--- config.mk ---
export PLATFORM = sky130hd
export DESIGN_NAME = convolutional_encoder
export DESIGN_NICKNAME = d
export VERILOG_FILES = /design/src/rtl/convolutional_encoder.sv
export SDC_FILE = /design/constraint.sdc
export NUM_CORES = 1
export LEC_CHECK = 0
export BUFFER_PORTS_ARGS = -buffer_cell sky130_fd_sc_hd__buf_2
export CAP_MARGIN = 20
export CORE_MARGIN = 8
export CORE_UTILIZATION = 35
export CTS_BUF_LIST = sky130_fd_sc_hd__clkbuf_4 sky130_fd_sc_hd__clkbuf_8
export DETAILED_ROUTE_END_ITERATION = 8
export GPL_ROUTABILITY_DRIVEN = 0
export GPL_TIMING_DRIVEN = 1
export HOLD_SLACK_MARGIN = 0.03
export PLACE_DENSITY_LB_ADDON = 0.25
export SYNTH_ARGS = -nofsm -noshare
export SYNTH_HDL_FRONTEND = slang
export SYNTH_SLANG_ARGS = --single-unit
--- constraint.sdc ---
create_clock -name clk -period 2.61 [get_ports clk]
set_input_delay 0.261 -clock clk [delete_from_list [all_inputs] [get_ports clk]]
set_output_delay 0.261 -clock clk [all_outputs]
set_load 0.01 [all_outputs]
--- src/rtl/convolutional_encoder.sv ---
// -----------------------------------------------------------------------------
// convolutional_encoder
//
// Table-driven convolutional encoder, the transmit-side partner of the
// table-driven Viterbi decoder. It uses the same Next State / Output tables and
// the same load interface. A k*L-bit message frame is latched on start. One
// n-bit encoded slice is emitted per enabled cycle for L steps, and the full
// n*L-bit frame is assembled alongside.
//
// Ports
//   clk             : system clock, rising edge
//   reset_n         : asynchronous active-low reset (clears tables and outputs)
//   restart         : synchronous abandon-frame, back to IDLE, tables retained
//   enable          : step qualifier, 0 pauses encoding
//   start           : frame start request, honoured in IDLE only
//   message         : [0:K*L-1] frame, slice j = message[K*j +: K]
//   load            : table write strobe (accepted in IDLE only)
//   state_address   : table row
//   input_address   : table column
//   next_state_data : Next State Table write data
//   output_data     : [0:N-1] Output Table write data
//   encoded         : [0:N-1] current encoded slice
//   encoded_valid   : one-cycle pulse per emitted slice
//   encoded_frame   : [0:N*L-1] accumulated frame, slice j at [N*j +: N]
//   final_state     : encoder state after the last step
//   busy            : high while in RUN
//   done            : high while in DONE
// -----------------------------------------------------------------------------
module convolutional_encoder #(
    parameter int N = 2,
    parameter int K = 1,
    parameter int M = 4,
    parameter int L = 7
) (
    input  logic               clk,
    input  logic               reset_n,
    input  logic               restart,
    input  logic               enable,
    input  logic               start,
    input  logic [0:K*L-1]     message,
    input  logic               load,
    input  logic [M-K-1:0]     state_address,
    input  logic [K-1:0]       input_address,
    input  logic [M-K-1:0]     next_state_data,
    input  logic [0:N-1]       output_data,
    output logic [0:N-1]       encoded,
    output logic               encoded_valid,
    output logic [0:N*L-1]     encoded_frame,
    output logic [M-K-1:0]     final_state,
    output logic               busy,
    output logic               done
);

    localparam int S     = M - K;          // state register width
    localparam int DEPTH = 1 << M;         // 2^(m-k) rows x 2^k columns
    localparam int CW    = $clog2(L) + 1;  // step counter width

    typedef enum logic [1:0] {
        ST_IDLE = 2'b00,
        ST_RUN  = 2'b01,
        ST_DONE = 2'b10
    } fsm_t;

    // Tables, flattened so that row/column concatenate into one index.
    logic [S-1:0]   ns_table_r  [0:DEPTH-1];
    logic [0:N-1]   out_table_r [0:DEPTH-1];

    // Registered state
    fsm_t           fsm_r;
    logic [CW-1:0]  cnt_r;
    logic [0:K*L-1] msg_r;
    logic [S-1:0]   enc_state_r;
    logic [0:N-1]   encoded_r;
    logic           valid_r;
    logic [0:N*L-1] frame_r;
    logic [S-1:0]   final_r;
    logic           busy_r;
    logic           done_r;

    // Next-state values
    fsm_t           fsm_s;
    logic [CW-1:0]  cnt_s;
    logic [0:K*L-1] msg_s;
    logic [S-1:0]   enc_state_s;
    logic [0:N-1]   encoded_s;
    logic           valid_s;
    logic [0:N*L-1] frame_s;
    logic [S-1:0]   final_s;
    logic           busy_s;
    logic           done_s;

    // Datapath helpers
    logic           wr_en_s;
    logic [M-1:0]   wr_idx_s;
    logic [K-1:0]   u_s;
    logic [M-1:0]   rd_idx_s;
    logic [0:N-1]   out_s;
    logic [S-1:0]   ns_s;
    logic [0:N*L-1] frame_step_s;

    // Writes are only honoured in IDLE so a running frame never sees a table change.
    always_comb begin
        wr_en_s  = load && (fsm_r == ST_IDLE);
        wr_idx_s = {state_address, input_address};
    end

    // Table storage: cleared by reset_n, written from the load port.
    always_ff @(posedge clk or negedge reset_n) begin
        if (!reset_n) begin
            for (int i = 0; i < DEPTH; i++) begin
                ns_table_r[i]  <= '0;
                out_table_r[i] <= '0;
            end
        end else if (wr_en_s) begin
            ns_table_r[wr_idx_s]  <= next_state_data;
            out_table_r[wr_idx_s] <= output_data;
        end
    end

    // Select the message symbol for the current step by one-hot masking on the counter.
    always_comb begin
        u_s = '0;
        for (int j = 0; j < L; j++) begin
            u_s = u_s | (msg_r[K*j +: K] & {K{cnt_r == CW'(j)}});
        end
    end

    // Table lookup for the current (state, symbol) pair.
    always_comb begin
        rd_idx_s = {enc_state_r, u_s};
        out_s    = out_table_r[rd_idx_s];
        ns_s     = ns_table_r[rd_idx_s];
    end

    // Frame image with the current slice dropped into its slot.
    always_comb begin
        frame_step_s = frame_r;
        for (int j = 0; j < L; j++) begin
            frame_step_s[N*j +: N] = (cnt_r == CW'(j)) ? out_s : frame_r[N*j +: N];
        end
    end

    // FSM next-state and datapath next values; restart overrides everything else.
    always_comb begin
        fsm_s       = fsm_r;
        cnt_s       = cnt_r;
        msg_s       = msg_r;
        enc_state_s = enc_state_r;
        encoded_s   = encoded_r;
        valid_s     = 1'b0;
        frame_s     = frame_r;
        final_s     = final_r;

        if (restart) begin
            fsm_s       = ST_IDLE;
            cnt_s       = '0;
            enc_state_s = '0;
        end else begin
            case (fsm_r)
                ST_IDLE: begin
                    // A simultaneous load takes precedence over start.
                    if (start && enable && !load) begin
                        fsm_s       = ST_RUN;
                        msg_s       = message;
                        enc_state_s = '0;
                        cnt_s       = '0;
                        frame_s     = '0;
                    end else begin
                        fsm_s = ST_IDLE;
                    end
                end
                ST_RUN: begin
                    if (enable) begin
                        encoded_s   = out_s;
                        frame_s     = frame_step_s;
                        enc_state_s = ns_s;
                        valid_s     = 1'b1;
                        cnt_s       = cnt_r + CW'(1);
                        if (cnt_r == CW'(L - 1)) begin
                            fsm_s   = ST_DONE;
                            final_s = ns_s;
                        end else begin
                            fsm_s = ST_RUN;
                        end
                    end else begin
                        // Pause: everything holds, valid drops via the default.
                        fsm_s = ST_RUN;
                    end
                end
                ST_DONE: begin
                    fsm_s = ST_DONE;
                end
                default: begin
                    fsm_s       = ST_IDLE;
                    cnt_s       = '0;
                    enc_state_s = '0;
                end
            endcase
        end

        busy_s = (fsm_s == ST_RUN);
        done_s = (fsm_s == ST_DONE);
    end

    // State and output registers.
    always_ff @(posedge clk or negedge reset_n) begin
        if (!reset_n) begin
            fsm_r       <= ST_IDLE;
            cnt_r       <= '0;
            msg_r       <= '0;
            enc_state_r <= '0;
            encoded_r   <= '0;
            valid_r     <= 1'b0;
            frame_r     <= '0;
            final_r     <= '0;
            busy_r      <= 1'b0;
            done_r      <= 1'b0;
        end else begin
            fsm_r       <= fsm_s;
            cnt_r       <= cnt_s;
            msg_r       <= msg_s;
            enc_state_r <= enc_state_s;
            encoded_r   <= encoded_s;
            valid_r     <= valid_s;
            frame_r     <= frame_s;
            final_r     <= final_s;
            busy_r      <= busy_s;
            done_r      <= done_s;
        end
    end

    assign encoded       = encoded_r;
    assign encoded_valid = valid_r;
    assign encoded_frame = frame_r;
    assign final_state   = final_r;
    assign busy          = busy_r;
    assign done          = done_r;

endmodule

---- Word-level counts from Yosys, hierarchy flattened ----
Index checks and enable logic that the tools add are counted.
W data, S select, Z words.
operators by class
  add/subtract/negate cells ............... 1
  $lt $le $gt $ge ......................... 3
  equal/unequal tests ..................... 22
  muxes and demuxes ....................... 38
  bitwise gates (word level) .............. 16
  reduce and logical (&&, ||, !) cells .... 19
operators with widths
  operator              count
  $bwmux W48            1
  $reduce_and A5 Y1     7
  $bwmux W32            1
  $mux W14              2
  $pmux W14 S2          1
  $mux W2               13
  $mux W3               6
  $ne A2 B2 Y1 const B  9
  $bmux W3 S4           1
  $demux W3 S4          1
  $eq A4 B3 Y1 const B  3
  $mux W4               3
  $pmux W4 S3           1
  $ge A5 B5 Y1 const B  2
  $not A4 Y5            2
  $pmux W3 S3           1
  $reduce_and A3 Y1     3
  $bmux W2 S4           1
  $demux W2 S4          1
  $eq A4 B2 Y1 const B  2
  $and A1 B1 Y1         7
  $or A1 B1 Y1          6
  $pmux W2 S3           1
  $lt A5 B1 Y1 const B  1
  other kinds (15)      23
storage, ports and cells
  register bits ........................... 118
  bits of input ports ..................... 22
  logic and storage cells ................. 147

---- Longest topological paths before layout ----
Gate-level depths: netlist (run 1).
  depth after elaboration ................. 15
  depth in mapped cells ................... 8

---- Worst setup path before layout (run 1) ----
No wires, ideal clock.
  path kind ............................... flip-flop to flip-flop
  start point ............................. register cnt_r[0]
  end point ............................... register frame_r, in the netlist encoded_frame[10]
  setup time .............................. 0.136 ns
  arrival time ............................ 1.824 ns
  setup slack ............................. 0.650 ns
  cell stages (with the launch flop) ...... 8
  path buffers ............................ 0
  cell sequence ........................... dfrtp_1 inv_1 ha_1 a22o_1 a22oi_4 a21oi_1 nor4_4 o21ai_1
between the ends
  cells in the longest elaborated chain, start to end .. 15
  elaborated cells between the ends (all ways) .. 29
  classes of those cells .................. eq/ne: 7; mux: 6; bitwise: 14; reduce/logical: 2
ends and longest elaborated chain
  element                                           RTL line  RTL
  start, declared                                   70        logic [CW-1:0] cnt_r;
  start signal, assigned                            220       cnt_r <= cnt_s;
  $eq A4 B1 Y1 or $logic_not A4 Y1 (tied branches)  124       u_s = u_s | (msg_r[K*j +: K] & {K{cnt_r == CW'(j)}});
  $and A1 B1 Y1                                     124
  $or A1 B1 Y1 (6 in a row)                         124
  $not A4 Y5 (implied by the code)                  131       out_s = out_table_r[rd_idx_s];
  $bmux W2 S4                                       131
  $mux W2 (implied by the code) (2 in a row)        131
  $mux W2                                           139       frame_step_s[N*j +: N] = (cnt_r == CW'(j)) ? out_s : frame_r[N*j +: N];
  $mux W14                                          173       if (enable) begin
  $pmux W14 S2                                      159       case (fsm_r)
  end signal, assigned                              225       frame_r <= frame_s;
  end, declared                                     75        logic [0:N*L-1] frame_r;
Several ways; a longest one is shown, not always the timed one. The select of a mux whose other input is x is not followed.
A chain may end at the register's enable or synchronous reset.

---- Final worst setup path (run 1) ----
  start point ............................. register enc_state_r[0]
  end point ............................... register enc_state_r[1]
between the ends
  cells in the longest elaborated chain, start to end .. 7
ends and longest elaborated chain
  element                                     RTL line  RTL
  start, declared                             72        logic [S-1:0] enc_state_r;
  start signal, assigned                      222       enc_state_r <= enc_state_s;
  $not A4 Y5 (implied by the code)            132       ns_s = ns_table_r[rd_idx_s];
  $bmux W3 S4                                 132
  $mux W3 (implied by the code) (2 in a row)  132
  $mux W3                                     173
  $pmux W3 S3                                 159
  $mux W3                                     154       if (restart) begin
No other way between the ends. The select of a mux whose other input is x is not followed.

==> metrics.txt, run 1 <==
EDFF count, synth 0; die width 142 um; finished layout cell area 0.00644 mm^2; CP required roughly 2.9 ns; initial antenna violation count 0; clk buf depth 2; TritonCTS buffer count 17; global-route wire length before repair 21.3 mm; post-synthesis sequential area ratio 0.531; IO Count 44; Async S/R FF share, synth 1.00; DR pass1 iterations 4; Post-Route WL 12.9 mm; Hold Crit Class in2reg; CTS H-tree lvls 4; FF+latch count, synth 118; PnR worst setup slack ~0.27 ns; Setup crit start enc_state_r[0]$_DFFE_PN0P_; met2 routed WL 5.92 mm; most frequent cells in the layout dfrtp_1, mux2_2, nand2_1; GRT Overall Usage 0.138; final worst path period share 0.896; DP HPWL about 9.3 mm; mux contribution to synthesized area 0.264; largest family of logic cells by synthesized area multiplexers; vias in the first global route 3787; Root Buffer clkbuf_8; cell count along the critical path 6; Met3 Routed Length between 700 and 800 um; Post-Synth Adder-Cell Area 0.00900; Vias 3644; Crit. End Element flop; n_diodes 0; Worst setup endpoint enc_state_r[1]$_DFFE_PN0P_; post-DR vias/cell 5.09; DRC Markers 0; Largest delay share family, worst path flip-flops; WS Path Type reg2reg; max-slew violations 0; CP bufs+invs 1; Syn Nets 463; Port Buf Inserts 43; max_cap viols 0; Final Skew 0.0118 ns; DR top layer met4; Clock Sinks 118; Die Y 142 um; Hold Slack 0.0613 ns; RSZ-0062 raised after global routing false; Final #Nets 515; gr ovfl total 0; post-CTS sizing 0; CTS tree built; Mapped Avg Cell Area 12.7 um^2; run status finished clean; clock slew at reported path FFs 0.07 ns; cell taking the most area after synthesis dfrtp_1; Starting Density 0.354; Synth Area in XOR/XNOR 0; post-DR wirelength/cell ~18 um; cell leakage power ~2.8 nW; Final Hold Fails 0; met1 wire length 5.99 mm; die area 0.0202 mm^2; r2r endpoint enc_state_r[1]$_DFFE_PN0P_; worst vdd ir 0.309 mV; Layout area overhead 15.9%; Setup Fix Bufs, Post-CTS 0; Clock Latency Late Sink 0.44 ns; Synth Area in Simple Gates 0.108; Worst setup SP type flop; max incr delay on CP 0.75 ns; Power Density approximately 760 mW/mm^2; Util after Layout 0.410; Slew @ Worst Pin 0.690 ns; Post-DP Area 0.00603 mm^2; core area 0.0157 mm^2; Peak Freq ~0.43 GHz; FP Rows 46; Final min period 2.34 ns; Slew headroom 0.540; Compound-Gate Fraction of Synth Area 0.0669; Routed Antenna Nets 0; final-report setup violation count 0; largest net degree at the start of global routing about 60; Netlist cell types between 40 and 50; dpl ws approximately 0.20 ns; RR Startpoint enc_state_r[0]$_DFFE_PN0P_; DR iter-0 viols 139; most common cell after layout, fill and taps aside dfrtp_1; Synth Cell Area about 0.0056 mm^2; layout cells sized above 1 0.340; Synth Warn # 0; TNS Setup 0 ns; Area contributors post-synth dfrtp_1, mux2_2, mux4_2, mux2_1, nand2_1; worst-path cell chain buf_4 -> mux4_2 -> nand2_1 -> a21oi_1 -> nor4_1 -> o21ai_1; largest fanout on the critical path 13; slowest CP cell dfrtp_1; post-synthesis cell count 437; Synth Flop Type dfrtp_1; R2R depth 6; area share of the largest cell type after synthesis 0.531; Hold-fix buffers, CTS 1; Crit path arrival time 2.63 ns; r2r setup slk 0.27 ns
## kinds of logic (layout without fill, tap and decap cells)
family / Yosys count / after routing
AOI/OAI and AO/OA: 62 / 62
adders and majority gates: 4 / 4
buffers and inverters: 25 / 88
DFF: 118 / 118
muxes: 115 / 115
and+or+nand+nor: 113 / 113
## layer usage
| metal | track usage | vias up |
|---|---|---|
| li1 | - | 1690 |
| met1 | 0.183 | 1845 |
| met2 | 0.208 | 94 |
| met3 | 0.0389 | 15 |
| met4 | 0.0599 | 0 |
| met5 | 0 | - |
## sequential cells by signal (all words and copies together), names as in the netlist
name,count
busy,1
cnt_r,4
done,1
enc_state_r,3
encoded,2
encoded_frame,14
encoded_valid,1
final_state,3
fsm_r,2
msg_r,7
ns_table_r,48
out_table_r,32
## cell usage after synthesis (2+ instances only)
cell type / number
a21o_1: 3
a21oi_1: 7
a22o_1: 2
a22oi_1: 3
a31oi_1: 2
and2_1: 3
and3_1: 4
buf_2: 7
buf_4: 2
clkbuf_1: 10
dfrtp_1: 118
ha_1: 4
inv_1: 4
mux2_1: 26
mux2_2: 61
mux2i_1: 11
mux4_2: 16
nand2_1: 49
nand2b_1: 12
nand3_1: 3
nand4_1: 2
nand4b_1: 3
nor2_1: 14
nor2b_1: 5
nor3_1: 4
nor3_2: 3
nor3b_1: 2
nor4_1: 2
o21ai_0: 10
o21ai_1: 29
## report_power, final
group,leakage [nW],internal (W),switching (W),total [W]
Combinational,1.09,0.000452,0.000362,0.000814
Clock,0.209,0.00100,0.000699,0.00170
Sequential,1.50,0.00219,0.000205,0.00239
## cell type report
type	count	area, um^2
fillers	1518	9270
flip-flops and latches	118	2950
multi-input cells	294	2490
clock inverters	9	126
inverters	5	18.8
repair buffers	53	308
clock buffers	21	277
well taps	216	270
## how the worst min path moves through the flow
stage                     startpoint                   end  depth (start not counted)
after floorplan              reset_n        busy$_DFF_PN0_                          0
after global placement       reset_n        busy$_DFF_PN0_                          1
after detailed placement     reset_n    fsm_r[0]$_DFF_PN0_                          1
after CTS                 message[0]  msg_r[0]$_DFFE_PN0P_                          2
after global routing      message[2]  msg_r[2]$_DFFE_PN0P_                          2
final                     message[2]  msg_r[2]$_DFFE_PN0P_                          2
## worst reg2reg max path: stages (launching register included)
cell	delay (ns)
dfrtp_1	0.75
buf_4	0.30
mux4_2	0.52
nand2_1	0.08
a21oi_1	0.04
nor4_1	0.40
o21ai_1	0.11
## metrics by stage
stage / total power [W] / std cells
2_1_floorplan: 0.00295 / 437
3_3_place_gp: 0.00322 / 685
3_5_place_dp: 0.00325 / 685
4_1_cts: 0.00498 / 716
5_1_grt: 0.00518 / 716
6_report: 0.00491 / 716
Note: power is estimated with default switching activity, not from simulation.
==> inputs of run 2 (changes only) <==
Settings changed: ABC_AREA set to 1.
==> metrics.txt, run 2 <==
Routed Antenna Nets 0; post-DR wirelength/cell 15.4 um; Area contributors post-synth dfrtp_1, nand2_1, nand3_1, o21ai_0, inv_1; CP required 2.93 ns; post-DR vias/cell 4.97; gr ovfl total 0; Crit. End Element flop; finished layout cell area 0.00643 mm^2; R2R depth 13; Top reg by flops ns_table_r; Worst setup endpoint final_state[0]$_DFFE_PN0P_; Synth Flop Type dfrtp_1; Worst setup SP type flop; clock slew at reported path FFs roughly 0.060 ns; count leader, synth nand2_1; max reg flops 48; Final Skew 0.00982 ns; clk buf depth 2; Starting Density 0.357; RR Startpoint cnt_r[0]$_DFFE_PN0P_; RSZ-0062 raised after global routing false; DRC Markers 0; Post-Route WL 14.8 mm; Synth Warn # 0; final worst path period share 0.938; layout cells sized above 1 0.147; most frequent cells in the layout nand2_1, dfrtp_1, nand3_1; worst vdd ir 0.417 mV; CTS H-tree lvls 4; cell taking the most area after synthesis dfrtp_1; Netlist cell types 31; area of the multi-input gates 0.00229 mm^2; Async S/R FF share, synth 1.00; Layout area overhead 14.4%; placed cells 923; Post-DP Area 0.00603 mm^2; Syn Nets just over 700; TNS Setup 0 ns; cell count along the critical path 13; IO Count 44; DP HPWL between 10 and 15 mm; Vias 4753; Slew headroom 0.554; slowest CP cell dfrtp_1; final-report setup violation count 0; cell leakage power 3.22 nW; Final Hold Fails 0; largest fanout on the critical path 20; vias in the first global route 4796; FP Rows 46; r2r setup slk 0.16 ns; post-synthesis cell count between 600 and 700; Port Buf Inserts 43; Mapped Avg Cell Area 8.27 um^2; run status finished clean; Crit path arrival time roughly 2.8 ns; Die Y around 140 um; largest net degree at the start of global routing 63; global-route wire length before repair 24.9 mm; r2r endpoint final_state[0]$_DFFE_PN0P_; most common cell after layout, fill and taps aside nand2_1; Final min period 2.45 ns; core area 0.0158 mm^2; Clock Latency Late Sink 0.44 ns; Synth Cell Area 0.00563 mm^2; Final #Nets approximately 760; max_cap viols 0; DR iter-0 viols 378; Root Buffer clkbuf_8; Power Density 807 mW/mm^2; Largest delay share family, worst path simple AND/OR/NAND/NOR gates; WS Path Type reg2reg; max-slew violations 0; CP bufs+invs 2; area share of the largest cell type after synthesis 0.525; CTS tree built; die width 143 um; die area 0.0204 mm^2; TritonCTS buffer count 17; max incr delay on CP 0.39 ns; GRT Overall Usage 0.156; post-synthesis sequential area ratio 0.525; Hold Crit Class in2reg; worst-path cell chain inv_1 -> ha_1 -> nand4_1 -> nand2_2 -> nor2_4 -> nand2_2 -> buf_4 -> nand2_1 -> nand3_1 -> nand3_1 -> nand3_1 -> nand3_1 -> nand2_1; Setup crit start cnt_r[0]$_DFFE_PN0P_; Critical Path Most Common Cell nand3_1; initial antenna violation count 0; DR pass1 iterations 5; Peak Freq 0.408 GHz; FF/Latch Area 0.00295 mm^2; EDFF count, synth 0; Util after Layout 0.408; n_diodes 0; Hold Slack roughly 0.057 ns; FF+latch count, synth 118; Filler cells roughly 1600; Post-synth top cells nand2_1, dfrtp_1, nand3_1; Clock Sinks 118; Slew @ Worst Pin 0.669 ns; Post-Layout Cell Count 956
[run 2: cells by family after synthesis]
group                      Yosys count  share of synthesized area
AOI/OAI and AO/OA                   90                     0.0807
xor gates and xnor gates             2                    0.00311
adders and majority gates            4                    0.00890
buffers and inverters               85                     0.0683
DFF                                118                      0.525
muxes                                6                     0.0120
and+or+nand+nor                    375                      0.302
[run 2: power breakdown]
group | total [W] | switching [W] | internal, W
Combinational | 0.00118 | 0.000745 | 0.000438
Clock | 0.00158 | 0.000686 | 0.000891
Sequential | 0.00243 | 0.000221 | 0.00221
Total | 0.00519 | 0.00165 | 0.00354
[run 2: final cells by class]
| cell class | count | share of cell area |
|---|---|---|
| tap | 216 | 0.0420 |
| clock inverter | 4 | 0.00700 |
| timing repair buffer | 54 | 0.0498 |
| clock buffer | 26 | 0.0508 |
| sequential | 118 | 0.459 |
| multi-input combinational | 477 | 0.356 |
| inverter | 61 | 0.0358 |
[run 2: how the worst min path moves through the flow]
stage / cells after the start / slack, ns / end / start
5_1_grt: 2 / 0.03 / msg_r[5]$_DFFE_PN0P_ / message[5]
2_1_floorplan: 0 / -0.03 / busy$_DFF_PN0_ / reset_n
3_5_place_dp: 1 / 0.35 / ns_table_r[20]$_DFFE_PN0P_ / reset_n
4_1_cts: 2 / 0.03 / msg_r[0]$_DFFE_PN0P_ / message[0]
3_3_place_gp: 1 / 0.33 / ns_table_r[12]$_DFFE_PN0P_ / reset_n
6_report: 2 / 0.06 / msg_r[5]$_DFFE_PN0P_ / message[5]
[run 2: what timing repair did]
item | 4_1_cts | 5_1_grt
resized for setup | 0 | 1
buffers inserted | 0 | 0
hold buffers | 3 | 0
endpoints found under the hold margin | 50 | 0
endpoints found under the setup margin | 0 | 1
[run 2: metal layers]
layer,track usage,share of wire,wire (um)
met1,0.191,0.44,6530
met2,0.258,0.49,7270
met3,0.0304,0.034,499
met4,0.0777,0.031,454
met5,0,0,0
[run 2: per-stage QoR]
step,worst slack (ns),power (W)
after floorplan,0.803,0.00326
after global placement,0.351,0.00361
after detailed placement,0.207,0.00365
after CTS,0.191,0.00524
after global routing,0.0300,0.00553
final,0.161,0.00519
